<file path="src/rtl/phy_rx_pkg.sv">
// Shared constants for the PHY receive frame detector: FSM encoding,
// preamble/SFD symbol values and a saturating 16-bit increment.
package phy_rx_pkg;

   localparam logic [1:0] IDLE     = 2'd0;
   localparam logic [1:0] PREAMBLE = 2'd1;
   localparam logic [1:0] PAYLOAD  = 2'd2;
   localparam logic [1:0] DROP     = 2'd3;

   localparam logic [7:0] PREAMBLE_BYTE = 8'h55;
   localparam logic [7:0] SFD_BYTE      = 8'hD5;
   localparam logic [3:0] PREAMBLE_NIB  = 4'h5;
   localparam logic [3:0] SFD_NIB       = 4'hD;

   function automatic logic [15:0] sat_inc16(input logic [15:0] v);
      return (v == 16'hFFFF) ? v : v + 16'd1;
   endfunction

endpackage

</file>
<file path="src/rtl/phy_rx_nibble_pack.sv">
// MII nibble-to-byte assembler: low nibble first, registered byte strobe.
// phase is high while a first nibble is held waiting for its partner.
module phy_rx_nibble_pack (
   input  logic       clock,
   input  logic       clear,
   input  logic       nib_valid,
   input  logic [3:0] nib,
   output logic [7:0] byte_data,
   output logic       byte_stb,
   output logic       phase
);

   logic [3:0] low_q, low_d;
   logic       phase_q, phase_d;
   logic [7:0] byte_q, byte_d;
   logic       stb_q, stb_d;

   // Hold the first nibble, emit {second, first} on the second one.
   always_comb begin
      low_d   = low_q;
      phase_d = phase_q;
      byte_d  = byte_q;
      stb_d   = 1'b0;
      if (nib_valid) begin
         if (phase_q) begin
            byte_d  = {nib, low_q};
            stb_d   = 1'b1;
            phase_d = 1'b0;
         end else begin
            low_d   = nib;
            phase_d = 1'b1;
         end
      end else begin
         stb_d = 1'b0;
      end
   end

   // Assembler state, cleared between frames.
   always_ff @(posedge clock) begin
      if (clear) begin
         low_q   <= 4'd0;
         phase_q <= 1'b0;
         byte_q  <= 8'd0;
         stb_q   <= 1'b0;
      end else begin
         low_q   <= low_d;
         phase_q <= phase_d;
         byte_q  <= byte_d;
         stb_q   <= stb_d;
      end
   end

   assign byte_data = byte_q;
   assign byte_stb  = stb_q;
   assign phase     = phase_q;

endmodule

</file>
<file path="src/rtl/phy_rx_frame_det.sv">
// Receive preamble/SFD detector delivering aligned payload bytes (GMII or MII).
// Optional frame statistics counters are enabled by defining PHY_RX_FRAME_STATS_EN.
module phy_rx_frame_det
   import phy_rx_pkg::*;
#(
   parameter int DATA_WIDTH   = 8,
   parameter int MIN_PREAMBLE = 5,
   parameter int MAX_PREAMBLE = 7,
   parameter int LEN_WIDTH    = 16
) (
   input  logic                  clock,
   input  logic                  reset,
   input  logic [DATA_WIDTH-1:0] phy_rx_data,
   input  logic                  phy_rx_valid,
   input  logic                  phy_rx_error,
   output logic                  active,
   output logic [7:0]            rx_data,
   output logic                  rx_data_valid,
   output logic                  sof,
   output logic                  eof,
   output logic [LEN_WIDTH-1:0]  frame_len,
   output logic                  err_preamble,
   output logic                  err_rx,
   output logic [15:0]           good_frames,
   output logic [15:0]           bad_frames
);

   localparam int SPB      = (DATA_WIDTH == 4) ? 2 : 1;
   localparam int PRE_SAT  = (MAX_PREAMBLE + 1) * SPB;
   localparam int MIN_SYMS = MIN_PREAMBLE * SPB;
   localparam int CW       = $clog2(PRE_SAT + 1);
   localparam logic [DATA_WIDTH-1:0] PRE_SYM =
      (DATA_WIDTH == 4) ? DATA_WIDTH'(PREAMBLE_NIB) : DATA_WIDTH'(PREAMBLE_BYTE);
   localparam logic [DATA_WIDTH-1:0] SFD_SYM =
      (DATA_WIDTH == 4) ? DATA_WIDTH'(SFD_NIB) : DATA_WIDTH'(SFD_BYTE);

   logic [1:0]           state_q, state_d;
   logic [CW-1:0]        cnt_q, cnt_d;
   logic [LEN_WIDTH-1:0] len_q, len_d;
   logic                 first_q, first_d;
   logic                 err_frame_q, err_frame_d;
   logic                 active_q, active_d;
   logic [7:0]           rx_data_q, rx_data_d;
   logic                 rx_valid_q, rx_valid_d;
   logic                 sof_q, sof_d;
   logic                 eof_q, eof_d;
   logic [LEN_WIDTH-1:0] frame_len_q, frame_len_d;
   logic                 err_pre_q, err_pre_d;
   logic                 err_rx_q, err_rx_d;
   logic                 drop_s;
   logic                 byte_evt_s;
   logic [7:0]           byte_val_s;
   logic                 odd_nib_s;

   generate
      if (DATA_WIDTH == 4) begin : g_nibble
         logic       pack_clr_s, pack_in_s, pack_stb_s, pack_phase_s;
         logic [7:0] pack_byte_s;
         assign pack_clr_s = reset || (state_q != PAYLOAD);
         assign pack_in_s  = (state_q == PAYLOAD) && phy_rx_valid;
         phy_rx_nibble_pack u_pack (
            .clock     (clock),
            .clear     (pack_clr_s),
            .nib_valid (pack_in_s),
            .nib       (phy_rx_data[3:0]),
            .byte_data (pack_byte_s),
            .byte_stb  (pack_stb_s),
            .phase     (pack_phase_s)
         );
         // The strobe for the final pair may land on the valid-fall cycle.
         assign byte_evt_s = (state_q == PAYLOAD) && pack_stb_s;
         assign byte_val_s = pack_byte_s;
         assign odd_nib_s  = pack_phase_s;
      end else begin : g_byte
         assign byte_evt_s = (state_q == PAYLOAD) && phy_rx_valid;
         assign byte_val_s = 8'(phy_rx_data);
         assign odd_nib_s  = 1'b0;
      end
   endgenerate

   // Frame FSM, preamble count, payload delivery and error tracking.
   always_comb begin
      state_d     = state_q;
      cnt_d       = cnt_q;
      len_d       = len_q;
      first_d     = first_q;
      err_frame_d = err_frame_q;
      rx_data_d   = rx_data_q;
      rx_valid_d  = 1'b0;
      sof_d       = 1'b0;
      eof_d       = 1'b0;
      frame_len_d = frame_len_q;
      err_pre_d   = 1'b0;
      err_rx_d    = err_rx_q;
      drop_s      = 1'b0;
      case (state_q)
         IDLE: begin
            if (!phy_rx_valid) begin
               state_d = IDLE;
            end else if (phy_rx_data == PRE_SYM) begin
               state_d = PREAMBLE;
               cnt_d   = CW'(1);
            end else begin
               state_d = DROP;
               drop_s  = 1'b1;
            end
         end
         PREAMBLE: begin
            if (!phy_rx_valid) begin
               state_d = IDLE;
            end else if (phy_rx_error) begin
               state_d = DROP;
               drop_s  = 1'b1;
            end else if (phy_rx_data == PRE_SYM) begin
               cnt_d = (cnt_q >= CW'(PRE_SAT)) ? cnt_q : cnt_q + CW'(1);
            end else if ((phy_rx_data == SFD_SYM) && (cnt_q >= CW'(MIN_SYMS))) begin
               state_d     = PAYLOAD;
               err_pre_d   = (cnt_q >= CW'(PRE_SAT));
               len_d       = '0;
               first_d     = 1'b1;
               err_frame_d = 1'b0;
            end else begin
               state_d = DROP;
               drop_s  = 1'b1;
            end
         end
         PAYLOAD: begin
            if (phy_rx_valid) begin
               err_frame_d = err_frame_q | phy_rx_error;
            end else begin
               state_d     = IDLE;
               eof_d       = 1'b1;
               err_frame_d = err_frame_q | odd_nib_s;
            end
         end
         DROP: begin
            if (!phy_rx_valid) begin
               state_d = IDLE;
            end else begin
               state_d = DROP;
            end
         end
         default: begin
            state_d = IDLE;
         end
      endcase

      if (byte_evt_s) begin
         rx_data_d  = byte_val_s;
         rx_valid_d = 1'b1;
         sof_d      = first_q;
         first_d    = 1'b0;
         len_d      = (&len_q) ? len_q : len_q + LEN_WIDTH'(1);
      end else begin
         rx_valid_d = 1'b0;
      end

      if (eof_d) begin
         frame_len_d = len_d;
      end else begin
         frame_len_d = frame_len_q;
      end

      // err_rx keeps the previous frame's status until the new frame's sof.
      if (sof_d || eof_d || ((state_q == PAYLOAD) && !first_q)) begin
         err_rx_d = err_frame_d;
      end else begin
         err_rx_d = err_rx_q;
      end
   end

   assign active_d = (state_d == PAYLOAD);

   // State and output registers.
   always_ff @(posedge clock) begin
      if (reset) begin
         state_q     <= IDLE;
         cnt_q       <= '0;
         len_q       <= '0;
         first_q     <= 1'b0;
         err_frame_q <= 1'b0;
         active_q    <= 1'b0;
         rx_data_q   <= 8'd0;
         rx_valid_q  <= 1'b0;
         sof_q       <= 1'b0;
         eof_q       <= 1'b0;
         frame_len_q <= '0;
         err_pre_q   <= 1'b0;
         err_rx_q    <= 1'b0;
      end else begin
         state_q     <= state_d;
         cnt_q       <= cnt_d;
         len_q       <= len_d;
         first_q     <= first_d;
         err_frame_q <= err_frame_d;
         active_q    <= active_d;
         rx_data_q   <= rx_data_d;
         rx_valid_q  <= rx_valid_d;
         sof_q       <= sof_d;
         eof_q       <= eof_d;
         frame_len_q <= frame_len_d;
         err_pre_q   <= err_pre_d;
         err_rx_q    <= err_rx_d;
      end
   end

`ifdef PHY_RX_FRAME_STATS_EN
   logic [15:0] good_q, bad_q;

   // Frame statistics; a dropped frame counts as bad on entry to DROP.
   always_ff @(posedge clock) begin
      if (reset) begin
         good_q <= 16'd0;
         bad_q  <= 16'd0;
      end else begin
         if (eof_d && !err_frame_d) begin
            good_q <= sat_inc16(good_q);
         end else begin
            good_q <= good_q;
         end
         if ((eof_d && err_frame_d) || drop_s) begin
            bad_q <= sat_inc16(bad_q);
         end else begin
            bad_q <= bad_q;
         end
      end
   end

   assign good_frames = good_q;
   assign bad_frames  = bad_q;
`else
   assign good_frames = 16'd0;
   assign bad_frames  = 16'd0;
`endif

   assign active        = active_q;
   assign rx_data       = rx_data_q;
   assign rx_data_valid = rx_valid_q;
   assign sof           = sof_q;
   assign eof           = eof_q;
   assign frame_len     = frame_len_q;
   assign err_preamble  = err_pre_q;
   assign err_rx        = err_rx_q;

endmodule

</file>
<file path="config.mk">
export PLATFORM = sky130hd
export DESIGN_NAME = phy_rx_frame_det
export DESIGN_NICKNAME = d
export VERILOG_FILES = /design/src/rtl/phy_rx_pkg.sv /design/src/rtl/phy_rx_nibble_pack.sv /design/src/rtl/phy_rx_frame_det.sv
export SDC_FILE = /design/constraint.sdc
export NUM_CORES = 1
export LEC_CHECK = 0
export CAP_MARGIN = 10
export CORE_UTILIZATION = 51
export DETAILED_ROUTE_END_ITERATION = 6
export PLACE_DENSITY = 0.86
export SYNTH_ARGS = -nofsm -noshare
export SYNTH_HDL_FRONTEND = slang
export SYNTH_SLANG_ARGS = --single-unit
</file>
<file path="constraint.sdc">
create_clock -name clock -period 7.42 [get_ports clock]
set_clock_uncertainty 0.15 [all_clocks]
set_input_delay 1.484 -clock clock [delete_from_list [all_inputs] [get_ports clock]]
set_output_delay 1.484 -clock clock [all_outputs]
set_load 0.05 [all_outputs]
</file>
; Yosys cells after proc, flatten, opt, wreduce, memory -nomap -nowiden
; Cells that the tools add are included.
[op_classes]
muxes = 33
add_sub_neg = 2
n_lt_le_gt_ge = 2
n_reduce_logical = 13
n_bitwise = 6
eq_ne = 12
[op_table]
columns = op, n
row1 = $mux W16, 7
row2 = $mux W4, 6
row3 = $add A16 B1 Y16 const B, 1
row4 = $reduce_and A16 Y1, 1
row5 = $mux W2, 7
row6 = $ne A2 B2 Y1 const B, 6
row7 = $mux W1, 10
row8 = $eq A8 B7 Y1 const B, 1
row9 = $eq A8 B8 Y1 const B, 1
row10 = $pmux W2 S4, 1
row11 = $pmux W4 S2, 1
row12 = $reduce_and A7 Y1, 1
row13 = $eq A2 B2 Y1 const B, 3
row14 = $reduce_or A6 Y1, 1
row15 = $not A1 Y1, 5
row16 = $reduce_and A5 Y1, 1
row17 = $add A4 B1 Y4 const B, 1
row18 = $ge A4 B3 Y1 const B, 1
row19 = $ge A4 B4 Y1 const B, 1
row20 = $logic_and A1 B1 Y1, 3
row21 = $eq A2 B1 Y1 const B, 1
row22 = $logic_not A2 Y1, 1
row23 = $logic_or A1 B1 Y1, 2
row24 = $pmux W1 S2, 1
row25 = 4 further kinds, 4
[word_totals]
regBits = 54
output_inout_bits = 62
inputBits = 12
word_cells = 81

; Longest topological paths before layout
[logic_depth]
ltp_word = 8
mapped_depth = 9
ltp_nobuf = 7

; Least setup slack after synthesis
; No wires, ideal clock.
[synth_timing]
kind = in2reg
start = in phy_rx_data[3]
end = reg len_q[2]
t_arrival_ns = 3.160
path_slack_ns = 3.988
setup_ns = 0.121
n_path_buf = 1
t_required_ns = 7.149
cell_stages = 6
cell_sequence = nand4b_4 or4_4 or4_4 buf_6 and3_4 mux2_4
[synth_between]
elab_chain_cells = 8
word_cells_on_any_way = 9
classes_between = eq/ne (2) / mux (6) / reduce/logical (1)
[synth_rtl]
columns = element, line
row1 = start: declaration, phy_rx_frame_det.sv:13  ; input logic [DATA_WIDTH-1:0] phy_rx_data,
row2 = $eq A8 B8 Y1, phy_rx_frame_det.sv:116  ; end else if ((phy_rx_data == SFD_SYM) && (cnt_q >= CW'(MIN_SYMS))) begin
row3 = $logic_and A1 B1 Y1, phy_rx_frame_det.sv:116
row4 = $mux W16, phy_rx_frame_det.sv:116
row5 = $mux W16 (*), phy_rx_frame_det.sv:114  ; end else if (phy_rx_data == PRE_SYM) begin
row6 = $mux W16 (*), phy_rx_frame_det.sv:111  ; end else if (phy_rx_error) begin
row7 = $mux W16 (*), phy_rx_frame_det.sv:109  ; if (!phy_rx_valid) begin
row8 = $mux W16 (*), phy_rx_frame_det.sv:96  ; case (state_q)
row9 = $mux W16 (*), phy_rx_frame_det.sv:148  ; if (byte_evt_s) begin
row10 = end signal: assignment, phy_rx_frame_det.sv:193  ; len_q <= len_d;
row11 = end: declaration, phy_rx_frame_det.sv:39  ; logic [LEN_WIDTH-1:0] len_q, len_d;
; Mark *: on every way between the ends. The rest lies on a longest branch, timed or not.
; A chain may end at the register's enable or synchronous reset.

; Worst setup path after layout
[layout_timing]
start = in phy_rx_valid
end = reg len_q[15]
[layout_between]
elab_chain_cells = 3
word_cells_on_any_way = 4
classes_between = mux (3) / reduce/logical (1)
[layout_rtl]
columns = element, line
row1 = start: declaration, phy_rx_frame_det.sv:14  ; input logic phy_rx_valid,
row2 = $mux W16, phy_rx_frame_det.sv:109
row3 = $mux W16, phy_rx_frame_det.sv:96
row4 = $mux W16 (*), phy_rx_frame_det.sv:148
; Marked as above.

==> impl_metrics.ini <==
[run_status]
status = finished, final reports clean

[yosys]
ys.flop_type = dfxtp_1
avgSynthCellArea_um2 = 8.21
yosys_warnings = 0
syn_inst = 321
ys_async_sr_fraction_pct = 0
syn_area_mm2 = 0.00264
synth.distinct_cells = 48
synth-seq-cells = 54
synth-seq-area-share_pct = 41.0
synth-edff-count = 0

[critical_path]
startpoint_type = primary input
end_kind = register
worstPathArrival_ps = 3920
reg2reg_to = len_q[15]
reg2regPathDepth = 7
critical_path_required_ps = 7460
rrSetupSlack_ps = 4490
critPathKind = in2reg
r2r_start = state_q[0]
cp_max_fo = 14

[global_route]
grt_first_pass_wirelength_um = 8800
grt_antenna_before_repair = 0
grt_pass1_vias = 1976
grt_overflow = 0
grt_max_degree = 46
grt_usage_pct = 20.7

[cells_and_area]
syn2layout_area_growth_pct = 15.7
num-fill-cells = 428
antenna_cells = 0
drive_above_1_share_pct = 6.18
fin_nets = 375

[floorplan]
initial_core_util_pct = 54.4
dieArea_mm2 = 0.00546
dieHeight_um = 73.9
ios = 74
coreArea_mm2 = 0.00485
dieWidth_um = 73.9
rows = 25

[drt]
routed_wl_um = 5330
ant_nets = 0
dr.pass1.iters = 4
routedWlPerCell_um = 12.6
drc = 0
vias = 2215
drt-initial-drc-count = 149
vias_per_cell = 5.24

[clocking]
h-tree-depth = 2
cts_tree = done
clkLatencyLatePin_ps = 300
clock-sinks = 54
cts_max_path_buffers = 2
numCtsBuffers = 5
cts_resized = 0
clk_pin_slew_ps = 90
cts_setup_buffers = 0
cts_hold_buf = 0
cts_root_buffer = clkbuf_8

[power_and_ir_drop]
vdd_ir_drop_max_v = 0.000134
power_w = 0.000556
leakage_nw = 1.05
power_density_mw_per_mm2 = 182

[min_path]
whs_path_depth = 2
hp-start = frame_len[4]
hold_class = reg2reg
whs_endpoint = frame_len[4]

[sta]
hold_viol = 0
max_freq_mhz = 258
final-setup-viol-count = 0
rsz0062_at_grt = no
finalSetupTns_ps = 0
slew-limit-headroom_pct = 29.3
final_max_slew_viol_count = 0
fin_crit_ps = 3870
tightest_slew_ps = 1060
post-route-period-util_pct = 52.2

[placed_design]
port_buffers = 41
gp_congestion = 0.898
dpl.hpwl_um = 3840

[flow_run]
cap_violations = 0
## Yosys cell counts (2+ instances only)
library cell	instances	share of area, %
o21ai_0	3	0.57
or4_4	2	0.85
nor2_1	19	2.7
or2_2	5	1.2
mux2i_1	4	1.5
or4_2	2	0.66
or3_1	3	0.71
and3_1	3	0.71
ha_1	8	3.8
clkbuf_1	13	1.9
a41oi_1	2	0.66
nand3_1	8	1.5
buf_4	32	9.1
or4_1	2	0.57
inv_1	10	1.4
nor4_1	4	0.95
nand2_1	61	8.7
a211oi_1	3	0.85
a31oi_1	3	0.71
nand2b_1	4	0.95
a21oi_1	34	6.5
nor3_1	10	1.9
nand4_1	2	0.47
o2111ai_1	3	1.0
dfxtp_1	54	41
nor3b_1	3	0.85
o41ai_1	3	1.0
## metrics by stage
step                hold slack, ps  std cells  setup slack (ps)  cell area (um2)  util (%)
floorplan                      302        352              3990             2750         -
global placement               294        415              3340             2950      60.9
detailed placement             296        415              3260             2950      60.9
CTS                            310        423              3580             3050      62.9
global route                   329        423              3350             3050      62.9
finish                         306        423              3550             3050      62.9
## worst max-delay path, cell delays in order
cell             delay (ps)
clkdlybuf4s50_1         580
and2_0                  600
nand3_1                 240
nor3_1                  400
or3b_2                  470
nor3b_1                 140
## layer usage
layer / vias up / share of wire (%) / global-route usage [%]
met5: - / 0 / 0
met4: 0 / 1.1 / 8.12
met3: 7 / 4.8 / 4.66
met2: 75 / 47 / 34.0
met1: 1022 / 47 / 26.2
li1: 1111 / - / -
## layout by cell type (no fill, tap or decap), types with 4 or more instances in the layout
cell,count
a21oi_1,34
clkbuf_8,6
clkdlybuf4s50_1,41
conb_1,32
dfxtp_1,54
ha_1,8
inv_1,10
mux2i_1,4
nand2_1,61
nand2b_1,4
nand3_1,8
nor2_1,19
nor3_1,10
nor4_1,4
or2_2,5
## power breakdown
group / internal (W) / leakage, nW / total, W / switching (W)
logic: 0.0000195 / 0.568 / 0.0000900 / 0.0000705
clock network: 0.0000751 / 0.0472 / 0.000168 / 0.0000931
registers: 0.000294 / 0.436 / 0.000297 / 0.00000357
total: 0.000389 / 1.05 / 0.000556 / 0.000167
## layout make-up
cell class / count / area [um2] / area share [%]
clock buffer: 6 / 82.6 / 2.71
clock inverter: 2 / 12.5 / 0.410
inverter: 10 / 37.5 / 1.23
multi-input combinational: 242 / 1330 / 43.7
sequential: 54 / 1080 / 35.5
tap: 67 / 83.8 / 2.75
timing repair buffer: 42 / 418 / 13.7
## cells by family after synthesis
kind of cell / after synthesis / synth area share [%]
adder cells (fa/ha/maj): 8 / 3.80
buffers and inverters: 56 / 12.8
flip-flops: 54 / 41.0
AO/OA/AOI/OAI: 60 / 14.0
multiplexers: 5 / 2.09
XOR/XNOR: 1 / 0.332
other: 1 / 0.142
AND/OR/NAND/NOR: 136 / 25.8
## how the worst max path moves through the flow
stage                   start        end  slack (ps)  cells past startpoint
6_report         phy_rx_valid  len_q[15]        3550                      6
5_1_grt          phy_rx_valid  len_q[15]        3350                      6
4_1_cts          phy_rx_valid  len_q[15]        3580                      6
3_5_place_dp     phy_rx_valid  len_q[15]        3260                      6
3_3_place_gp     phy_rx_valid  len_q[15]        3340                      6
2_1_floorplan  phy_rx_data[3]   len_q[2]        3990                      6
## sequential cells by signal, indices dropped and copies added (netlist names)
signal	cells
err_rx	1
active	1
cnt_q	4
err_preamble	1
eof	1
first_q	1
rx_data	8
len_q	16
sof	1
rx_data_valid	1
frame_len	16
state_q	2
err_frame_q	1
No activity file was read; power rests on OpenSTA's default activity.
